File: config.mk
export PLATFORM = sky130hd
export DESIGN_NAME = alu_sequencer
export DESIGN_NICKNAME = d
export VERILOG_FILES = /design/src/rtl/alu_pkg.sv /design/src/rtl/alu_seq_watchdog.sv /design/src/rtl/alu_sequencer.sv
export SDC_FILE = /design/constraint.sdc
export NUM_CORES = 1
export LEC_CHECK = 0
export CORE_MARGIN = 3
export CORE_UTILIZATION = 46
export CTS_CLUSTER_DIAMETER = 30
export DETAILED_ROUTE_END_ITERATION = 8
export GPL_TIMING_DRIVEN = 0
export PLACE_DENSITY = 0.94
export SLEW_MARGIN = 40
export SYNTH_ARGS = -nofsm -noshare
export SYNTH_HDL_FRONTEND = slang
export SYNTH_SLANG_ARGS = --single-unit
File: constraint.sdc
create_clock -name clk -period 2 [get_ports clk]
set_clock_uncertainty 0.05 [all_clocks]
set_input_delay 0.4 -clock clk [delete_from_list [all_inputs] [get_ports clk]]
set_output_delay 0.4 -clock clk [all_outputs]
set_load 0.05 [all_outputs]
File: src/rtl/alu_pkg.sv
// Shared definitions for the ALU issue/writeback sequencer:
// function codes, sequencer state encoding and the multi-cycle op test.
package alu_pkg;

    localparam logic [5:0] FUNCT_ADD = 6'h00;
    localparam logic [5:0] FUNCT_SUB = 6'h01;
    localparam logic [5:0] FUNCT_SLL = 6'h02;
    localparam logic [5:0] FUNCT_MUL = 6'h03;
    localparam logic [5:0] FUNCT_DIV = 6'h04;
    localparam logic [5:0] FUNCT_AND = 6'h05;
    localparam logic [5:0] FUNCT_OR  = 6'h06;
    localparam logic [5:0] FUNCT_XOR = 6'h07;

    typedef enum logic [1:0] {
        S_IDLE  = 2'd0,
        S_EXEC  = 2'd1,
        S_WB_HI = 2'd2,
        S_WB_LO = 2'd3
    } seq_state_e;

    function automatic logic is_multicycle(input logic [5:0] funct);
        return (funct == FUNCT_MUL) || (funct == FUNCT_DIV);
    endfunction

endpackage

File: src/rtl/alu_seq_watchdog.sv
// EXEC-cycle watchdog: counts consecutive run cycles and flags the last
// allowed one. Only instantiated when ALU_SEQ_TIMEOUT_EN is defined.
module alu_seq_watchdog #(
    parameter int MAX_WAIT = 64
) (
    input  logic clk,
    input  logic reset,
    input  logic run,
    output logic expired
);

    localparam int CW = $clog2(MAX_WAIT + 1);

    logic [CW-1:0] cnt_q;

    assign expired = run && (cnt_q == CW'(MAX_WAIT - 1));

    always_ff @(posedge clk or negedge reset) begin
        if (!reset) begin
            cnt_q <= '0;
        end else if (!run) begin
            cnt_q <= '0;
        end else if (!expired) begin
            cnt_q <= cnt_q + 1'b1;
        end
    end

endmodule

File: src/rtl/alu_sequencer.sv
// Issue/writeback stage around the ALU: holds operands until done, then
// writes hi (and lo for mul/div). Optional watchdog: ALU_SEQ_TIMEOUT_EN.
module alu_sequencer
    import alu_pkg::*;
#(
    parameter int WIDTH    = 32,
    parameter int MAX_WAIT = 64
) (
    input  logic             clk,
    input  logic             reset,
    input  logic             in_valid,
    output logic             in_ready,
    input  logic [5:0]       in_funct,
    input  logic [4:0]       in_rd,
    input  logic [WIDTH-1:0] in_a,
    input  logic [WIDTH-1:0] in_b,
    input  logic [4:0]       in_shamt,
    output logic [5:0]       alu_funct,
    output logic [WIDTH-1:0] alu_a,
    output logic [WIDTH-1:0] alu_b,
    output logic [4:0]       alu_shamt,
    output logic             alu_run,
    input  logic [WIDTH-1:0] alu_c,
    input  logic [WIDTH-1:0] alu_c_low,
    input  logic             alu_ready,
    output logic             wb_en,
    output logic [4:0]       wb_addr,
    output logic [WIDTH-1:0] wb_data,
    output logic             busy,
    output logic             err
);

    seq_state_e       state_q, state_d;
    logic [5:0]       funct_q;
    logic [4:0]       rd_q;
    logic [WIDTH-1:0] a_q, b_q;
    logic [4:0]       shamt_q;
    logic [WIDTH-1:0] hi_q, lo_q;
    logic             first_q;
    logic             accept, capture;
    logic             multi, ex_done, timeout;

    assign multi   = is_multicycle(funct_q);
    // A ready left over from the previous op must not finish a new mul/div.
    assign ex_done = multi ? (alu_ready && !first_q) : 1'b1;

    assign alu_funct = (state_q == S_IDLE) ? 6'd0 : funct_q;
    assign alu_a     = a_q;
    assign alu_b     = b_q;
    assign alu_shamt = shamt_q;
    assign alu_run   = (state_q == S_EXEC);
    assign busy      = (state_q != S_IDLE);

`ifdef ALU_SEQ_TIMEOUT_EN
    logic err_q;

    alu_seq_watchdog #(
        .MAX_WAIT (MAX_WAIT)
    ) u_watchdog (
        .clk     (clk),
        .reset   (reset),
        .run     (alu_run),
        .expired (timeout)
    );

    always_ff @(posedge clk or negedge reset) begin
        if (!reset) begin
            err_q <= 1'b0;
        end else if (alu_run && !ex_done && timeout) begin
            err_q <= 1'b1;
        end
    end

    assign err = err_q;
`else
    assign timeout = 1'b0;
    assign err     = 1'b0;
`endif

    always_ff @(posedge clk or negedge reset) begin
        if (!reset) begin
            state_q <= S_IDLE;
            funct_q <= '0;
            rd_q    <= '0;
            a_q     <= '0;
            b_q     <= '0;
            shamt_q <= '0;
            hi_q    <= '0;
            lo_q    <= '0;
            first_q <= 1'b0;
        end else begin
            state_q <= state_d;
            first_q <= accept;
            if (accept) begin
                funct_q <= in_funct;
                rd_q    <= in_rd;
                a_q     <= in_a;
                b_q     <= in_b;
                shamt_q <= in_shamt;
            end
            if (capture) begin
                hi_q <= alu_c;
                lo_q <= alu_c_low;
            end
        end
    end

    always_comb begin
        state_d  = state_q;
        accept   = 1'b0;
        capture  = 1'b0;
        in_ready = 1'b0;
        wb_en    = 1'b0;
        wb_addr  = '0;
        wb_data  = '0;
        unique case (state_q)
            S_IDLE: begin
                in_ready = 1'b1;
                if (in_valid) begin
                    accept  = 1'b1;
                    state_d = S_EXEC;
                end
            end
            S_EXEC: begin
                if (ex_done) begin
                    capture = 1'b1;
                    state_d = S_WB_HI;
                end else if (timeout) begin
                    state_d = S_IDLE;
                end
            end
            S_WB_HI: begin
                wb_en   = (rd_q != 5'd0);
                wb_addr = rd_q;
                wb_data = hi_q;
                state_d = multi ? S_WB_LO : S_IDLE;
            end
            S_WB_LO: begin
                // rd=31 has no rd+1; suppress instead of wrapping to r0.
                wb_en   = (rd_q != 5'd31);
                wb_addr = rd_q + 5'd1;
                wb_data = lo_q;
                state_d = S_IDLE;
            end
            default: state_d = S_IDLE;
        endcase
    end

endmodule

* After elaboration in Yosys (flattened, before gate mapping)
Index checks and enable logic that the tools add are counted.
W data, S select, Z words.
** Cells by class
- Equal/unequal tests :: 8
- Reduce and logical (&&, ||, !) cells :: 7
- Add/subtract/negate cells :: 1
- Multiplexer cells :: 14
** Operator list (number)
- $pmux W32 S2 :: 1
- $pmux W5 S2 :: 1
- $pmux W2 S4 :: 1
- $eq A6 B2 Y1 const B :: 1
- $eq A6 B3 Y1 const B :: 1
- $mux W1 :: 6
- $mux W2 :: 3
- $mux W6 :: 1
- $add A5 B1 Y5 const B :: 1
- $ne A5 B5 Y1 const B :: 1
- $reduce_bool A5 Y1 :: 1
- $eq A2 B2 Y1 const B :: 2
- $eq A2 B1 Y1 const B :: 1
- $logic_not A2 Y1 :: 1
- $ne A2 B1 Y1 const B :: 1
- $ne A2 B2 Y1 const B :: 1
- $pmux W1 S2 :: 1
- $reduce_and A2 Y1 :: 1
- $reduce_bool A2 Y1 :: 1
- $logic_and A1 B1 Y1 :: 1
- $logic_not A1 Y1 :: 1
- $logic_or A1 B1 Y1 :: 1
** Storage, ports and cells
- Input port bits :: 148
- Output and inout port bits :: 117
- Logic and storage cells :: 39
- Bits in registers :: 147

* Longest topological paths before layout
Gate-level depths: netlist of run 1.
- Depth after elaboration :: 5
- Depth in mapped cells :: 7
- Depth with buffers taken out :: 5

* Worst setup path after synthesis of run 1
No wires, ideal clock.
- Path kind :: register to output
- Start :: register rd_q[0]
- End :: output port wb_en
- Data arrival time :: 2.181 ns
- Stages on the path, launching flop included :: 5
- Data required time :: 1.550 ns
- Path buffers :: 0
- Slack :: -0.631 ns
- Cells stage by stage :: dfrtp_1 ha_1 and3_1 ha_1 a221oi_1
** On the way
- Cells in the longest elaborated chain, start to end :: 2
- Elaborated cells between the ends (all ways) :: 3
- Those cells by class :: eq/ne (1); mux (1); reduce/logical (1)
** RTL lines
- start: declaration :: line alu_sequencer.sv:35 : logic [4:0] rd_q;
- start signal: assignment :: line alu_sequencer.sv:96 : rd_q <= in_rd;
- $ne A5 B5 Y1 or $reduce_bool A5 Y1 (tied branches) :: line alu_sequencer.sv:140, alu_sequencer.sv:133
- $pmux W1 S2 * :: line alu_sequencer.sv:116 : unique case (state_q)
- end: declaration :: line alu_sequencer.sv:26 : output logic wb_en,
Mark *: on every way between the ends. The rest lies on a longest branch, timed or not.

* Final worst setup path of run 1
- Start :: register rd_q[1]
- End :: output port wb_en
The elaborated chain is that of the path after synthesis.

==> metrics.md, run 1 <==
| Metric | Value |
|---|---|
| Die area | 17800 µm² |
| CP startpoint kind | flop |
| Final instance area | 11600 µm² |
| Min Hold Slack | 0.431 ns |
| Remaining DRCs | 0 |
| Leak Pwr | 4.97 nW |
| Slew headroom | 0.600 |
| Top-Level Pins | 265 |
| Cells after Synth | 659 |
| Synthesis-to-finish area growth | 54.7% |
| Worst Max-Slew Pin Slew | 0.600 ns |
| Core area | 15500 µm² |
| Crit path time final | 2.25 ns |
| Pin count of the biggest net entering global routing | 76 |
| Overall routed net length | 26.2 mm |
| Setup TNS | -3.05 ns |
| Yosys reg bits | 147 |
| # nets final | 1117 |
| Yosys Warn Count | 0 |
| Share of post-route cells with drive strength above 1 | 0.316 |
| CTS tree | yes |
| Slowest-stage cell, CP | dfrtp_1 |
| Setup WS post-layout | -0.255 ns |
| First-pass GRT wire length | 40.3 mm |
| Pwr Density | 1890 nW/µm² |
| First drt pass iteration count | 5 |
| Hpwl dp | 18.3 mm |
| CP Class | flop to output pin |
| Status | complete, but fails checks |
| Via density | 5.80 |
| Starting Density | 0.481 |
| Final setup viols | 36 |
| RSZ-0062 raised after global routing | true |
| Tot GR Track Use | 0.289 |
| Fin crit share | 1.13 |
| Max-cap violations | 0 |
| Clock transition at the registers of the reported paths | 0.06 ns |
| GRT Residual Overflow | 0 |
| Vias | 6888 |
| Mapped Nets | 810 |
| IO buf count | 263 |
| Peak supply drop | 1.24 mV |
| WP data arrival | 1.80 ns |
| Dpl ws | -0.961 ns |
| Total CTS buffers | 17 |
| Mean Syn Cell Area | 11.4 µm² |
| Hold Crit Class | flop to flop |
| Placed cells | 1135 |
| Antenna-violating nets left | 0 |
| Cell variety after synth | 33 |
| Req. time, crit path | 1.55 ns |
| Die Ht | 134 µm |
| Fin. Hold Viols | 0 |
| Fmax | 0.444 GHz |
| CTS root buf | clkbuf_16 |
| CP max stage delay | 0.40 ns |
| Placer Congestion | 0.842 |
| Crit path capture type | output pin |
| Vias in the first global route | 7292 |
| 1st-iter DRT viols | 522 |
| Slew Viols, Final | 0 |
| CP Max Fanout | 2 |
| Site Rows | 45 |
| Fillers | 1032 |
| Synth Cell Area | 7480 µm² |
| Layout Cells excl Fill | 1188 |
| Ant. Diodes | 0 |
| Htree depth | 4 |
| Wire length per cell | 22.1 µm |
| Clock sinks | 147 |
| Seq/Total Area, Yosys | 0.492 |
| Die width | 134 µm |
| Worst skew pair latency | 0.42 ns |
| Placement Cell Area | 10500 µm² |
| Violated checks | negative setup slack |
| Worst path cell trace | ha_2 -> and3_4 -> ha_4 -> a221oi_4 -> buf_6 |
| Initial antenna violation count | 0 |
| Longest Clk Path Bufs | 2 |
-- metal layers --
| metal | GRT usage | vias up | wire (µm) |
|---|---|---|---|
| li1 | - | 3014 | - |
| met1 | 0.314 | 3431 | 8900 |
| met2 | 0.529 | 392 | 13800 |
| met3 | 0.110 | 51 | 2910 |
| met4 | 0.0760 | 0 | 601 |
| met5 | 0 | - | 0 |
-- synthesized netlist by cell type --
| cell type | n | area [µm²] |
|---|---|---|
| clkbuf_1 | 33 | 124 |
| dfrtp_1 | 147 | 3680 |
| nor2_1 | 37 | 139 |
| o211ai_2 | 49 | 613 |
| nor3_2 | 1 | 10.0 |
| nor4_1 | 1 | 6.26 |
| o2111ai_1 | 66 | 578 |
| mux2_1 | 11 | 124 |
| conb_1 | 1 | 3.75 |
| nand3b_1 | 1 | 7.51 |
| a221oi_1 | 1 | 8.76 |
| nor2b_1 | 6 | 37.5 |
| xor2_1 | 2 | 17.5 |
| xnor2_1 | 1 | 8.76 |
| mux2_2 | 69 | 777 |
| o211a_1 | 1 | 10.0 |
| inv_1 | 6 | 22.5 |
| nand4_1 | 1 | 6.26 |
| buf_2 | 13 | 65.1 |
| buf_4 | 4 | 30.0 |
| buf_1 | 5 | 18.8 |
| mux2i_1 | 34 | 340 |
| and2_1 | 1 | 6.26 |
| o21ai_1 | 1 | 5.00 |
| nor3b_2 | 1 | 12.5 |
| and3_1 | 1 | 6.26 |
| ha_1 | 3 | 37.5 |
| o211ai_1 | 15 | 113 |
| nand2_1 | 129 | 484 |
| and3b_1 | 1 | 8.76 |
| nor2_4 | 1 | 11.3 |
| buf_6 | 14 | 158 |
| nand2b_1 | 2 | 12.5 |
-- report_power, final --
part / internal, mW / leakage, nW / total, mW / switching (mW)
clock network: 2.08 / 0.297 / 3.39 / 1.30
logic: 4.63 / 2.92 / 12.8 / 8.14
registers: 4.49 / 1.76 / 5.69 / 1.20
-- metrics by stage --
| stage | total power [mW] | util |
|---|---|---|
| floorplan | 13.5 | - |
| global placement | 17.2 | 0.669 |
| detailed placement | 17.6 | 0.673 |
| CTS | 21.3 | 0.730 |
| global route | 22.8 | 0.745 |
| finish | 21.8 | 0.745 |
-- cell type report --
class,count,area (µm²),area share
multi-input combinational,438,3600,0.311
clock inverter,12,181,0.0157
clock buffer,18,429,0.0371
inverter,6,22.5,0.00195
timing repair buffer,288,2900,0.250
sequential,147,3680,0.318
tap,211,264,0.0228
buffer,68,499,0.0431
-- flip-flops by register name, indices dropped and copies added, names as in the netlist --
signal and cells:
lo_q 32, alu_shamt 5, alu_b 32, funct_q 6, rd_q 5, alu_a 32
first_q 1, hi_q 32, state_q 2
-- final timing paths --
path / from / to / slack, ns / cells past startpoint
min in group asynchronous: reset / hi_q[9] / 0.50 / 3
setup / recovery: rd_q[1] / wb_en / -0.25 / 5
max in group asynchronous: reset / lo_q[14] / 0.70 / 4
hold / removal: alu_b[14] / alu_b[14] / 0.43 / 1
setup reg to reg: state_q[0] / alu_a[8] / 0.09 / 7
hold reg to reg: alu_b[14] / alu_b[14] / 0.43 / 1
-- repair_timing --
action	CTS	global route
resized for setup	450	49
pin swaps	3	4
setup endpoints to repair	116	88
buffers inserted	10	8
hold buffers	1	0
cloned	3	2
hold endpoints to repair	74	0
-- worst max-delay path, delay by kind of cell, from the launching register on --
family,cells,cell delay [ns]
flops,1,0.40
fa+ha+maj,2,0.35
compound gates,1,0.28
buf+inv,1,0.20
simple gates,1,0.15
-- cells in the final DEF (no fill, tap or decap), types with 4 or more instances in the layout --
master,count
dfrtp_1,146
clkdlybuf4s50_1,146
nand2_1,128
mux2_2,69
dlygate4sd2_1,69
o2111ai_1,66
buf_6,59
o211ai_2,49
clkbuf_1,24
mux2i_1,21
nor2_1,20
buf_4,19
clkbuf_16,19
nor2_2,15
o211ai_1,15
buf_2,14
mux2i_2,11
mux2_1,11
clkbuf_2,9
buf_12,5
nor2b_1,5
inv_1,4
nor2_4,4
bufinv_16,4
buf_8,4
-- logic make-up (layout without fill, tap and decap cells) --
| kind of cell | Yosys count | after routing | synth area share |
|---|---|---|---|
| AND/OR/NAND/NOR | 183 | 184 | 0.100 |
| adder cells (fa/ha/maj) | 3 | 3 | 0.00502 |
| flip-flops | 147 | 147 | 0.492 |
| other | 1 | 1 | 0.000501 |
| XOR/XNOR | 3 | 3 | 0.00351 |
| multiplexers | 114 | 114 | 0.166 |
| buffers and inverters | 75 | 392 | 0.0559 |
| AO/OA/AOI/OAI | 133 | 133 | 0.177 |
Power figures use the tool's default switching activity.
==> run 2: changes to the inputs <==
- CORE_UTILIZATION: 46 -> 41
- PLACE_DENSITY: 0.94 -> 0.89
- clock period: 2 -> 1.9 ns (I/O delays scaled with it)
==> run 2 against run 1 <==
  * The run still ends with negative setup slack left
  * Routed wire length up 1.2%
  * Combinational power up 20%
  * Utilization down 4.0 points
  * Sequential share of layout area down 2.1 points
  * First-iteration DRC count down 8.4%
  * Hold slack worse by 0.12 ns
  * Sequential cell count unchanged
  * Final cell count up 2.3%
  * Clock-buffer cell count unchanged
  * Global-route usage down 3.9 points
  * Design area up 7.1%
  * Largest cell class is now multi-input gates
  * Largest power group unchanged
==> metrics.md, run 2 (same netlist as run 1, synthesis figures left out) <==
| Metric | Value |
|---|---|
| Status | complete, but fails checks |
| Violated checks | negative setup slack |
| Total CTS buffers | 17 |
| Htree depth | 4 |
| Peak supply drop | 1.28 mV |
| 1st-iter DRT viols | 478 |
| Die area | 19900 µm² |
| Fin. Hold Viols | 0 |
| Longest Clk Path Bufs | 2 |
| Leak Pwr | 5.49 nW |
| Core area | 17600 µm² |
| Top-Level Pins | 265 |
| Slew Viols, Final | 0 |
| WP data arrival | 1.80 ns |
| Crit path capture type | output pin |
| # nets final | 1128 |
| Setup WS post-layout | -0.326 ns |
| Slew headroom | 0.631 |
| Layer with the highest usage | met2 |
| IO buf count | 263 |
| Die Ht | 141 µm |
| RSZ-0062 raised after global routing | true |
| Vias in the first global route | 7182 |
| Fillers | 1164 |
| Wire length per cell | 21.8 µm |
| Hold Crit Class | input port to async pin |
| Final setup viols | 126 |
| Number of cells on the critical path | 5 |
| Post-layout util | 0.704 |
| Clock transition at the registers of the reported paths | 0.07 ns |
| Tot GR Track Use | 0.250 |
| Slowest-stage cell, CP | dfrtp_1 |
| Placer Congestion | 0.844 |
| Overall routed net length | 26.5 mm |
| CP startpoint kind | flop |
| Pwr Density | 2000 nW/µm² |
| Site Rows | 48 |
| First-pass GRT wire length | 39.3 mm |
| CTS root buf | clkbuf_16 |
| Antenna-violating nets left | 0 |
| Remaining DRCs | 0 |
| Met2 GRT Util | 0.417 |
| CP max stage delay | 0.39 ns |
| Number of buffers and inverters on the critical path | 1 |
| Crit path time final | 2.23 ns |
| Fmax | 0.449 GHz |
| CP Max Fanout | 2 |
| CP Class | flop to output pin |
| Die width | 141 µm |
| Req. time, crit path | 1.47 ns |
| Ant. Diodes | 0 |
| GR met1 Demand/Resource | 0.291 |
| Top delay family on crit path | flip-flops |
| Dpl ws | -1.13 ns |
| Setup crit end | wb_en |
| Crit path from | rd_q[0] |
| Vias | 6769 |
| Starting Density | 0.425 |
| Reg-to-reg startpoint | state_q[0] |
| FF-to-FF setup slack | -0.17 ns |
| Synthesis-to-finish area growth | 65.7% |
| Initial antenna violation count | 0 |
| Worst skew pair latency | 0.42 ns |
| Fin crit share | 1.17 |
| Most common cell after layout, fill and taps aside | dfrtp_1 |
| GRT Residual Overflow | 0 |
| Commonest non-fill, non-tap cells in the layout | dfrtp_1 (147), clkdlybuf4s50_1 (146), nand2_1 (128) |
| R2R depth | 9 |
| Worst path cell trace | ha_2 -> and3_4 -> ha_4 -> a221oi_4 -> buf_6 |
| M3 GR Usage | 0.102 |
| RR Endpoint | alu_b[11] |
| First drt pass iteration count | 7 |
| Max-cap violations | 0 |
| Share of post-route cells with drive strength above 1 | 0.356 |
| CTS tree | yes |
| Pin count of the biggest net entering global routing | 72 |
| Via density | 5.57 |
| Clock sinks | 147 |
| Worst Max-Slew Pin Slew | 0.555 ns |
| Hpwl dp | 17.4 mm |
==> run 2: changes by cell type in the layout (fill, tap and decap cells not counted), moves of 8 or more <==
cell | before | now
buf_12 | 5 | 18
mux2_2 | 69 | 4
mux2_4 | 0 | 74
mux2_1 | 11 | 2
buf_8 | 4 | 13
nor2_1 | 20 | 12
==> run 2: power breakdown <==
part | internal (mW) | switching [mW] | total [mW]
sequential | 4.73 | 1.29 | 6.01
clock | 2.01 | 1.46 | 3.47
combinational | 6.30 | 9.01 | 15.3
==> run 2: worst min-delay path by stage <==
stage / to / slack, ns / depth (start not counted)
floorplan: alu_a[0] / 0.03 / 0
global placement: alu_a[16] / 0.42 / 1
detailed placement: lo_q[8] / 0.14 / 1
CTS: lo_q[8] / 0.30 / 2
global route: lo_q[8] / 0.32 / 2
finish: hi_q[8] / 0.31 / 2
==> run 2: timing repair <==
item,4_1_cts,5_1_grt
pin swaps,7,16
buffers inserted,11,20
hold buffers,1,0
resized for setup,482,162
hold endpoints to repair,147,0
endpoints found under the setup margin,138,99
gates cloned,4,4
==> run 2: layout make-up <==
class | instances | area (µm²) | area share
clock buffer | 18 | 439 | 0.0354
inverter | 6 | 25.0 | 0.00202
buffer | 64 | 591 | 0.0476
sequential | 147 | 3680 | 0.297
multi-input combinational | 437 | 3960 | 0.319
timing repair buffer | 304 | 3260 | 0.263
clock inverter | 14 | 165 | 0.0133
tap | 225 | 282 | 0.0227
==> run 2: metrics by stage <==
| stage | TNS (ns) | std cells | cell area (µm²) | power (mW) | hold slack (ns) |
|---|---|---|---|---|---|
| floorplan | -2.00 | 659 | 7530 | 14.3 | 0.0344 |
| global placement | -869.75 | 1147 | 10400 | 18.2 | 0.417 |
| detailed placement | -43.53 | 1149 | 10500 | 18.6 | 0.139 |
| CTS | -5.84 | 1195 | 11600 | 22.9 | 0.302 |
| global route | -24.63 | 1215 | 12400 | 25.9 | 0.315 |
| finish | -18.39 | 1215 | 12400 | 24.8 | 0.314 |
==> run 2: metal layers <==
layer,share of wire,up-vias
met4,0.024,0
li1,-,3043
met2,0.50,321
met1,0.38,3363
met3,0.10,42
met5,0,-
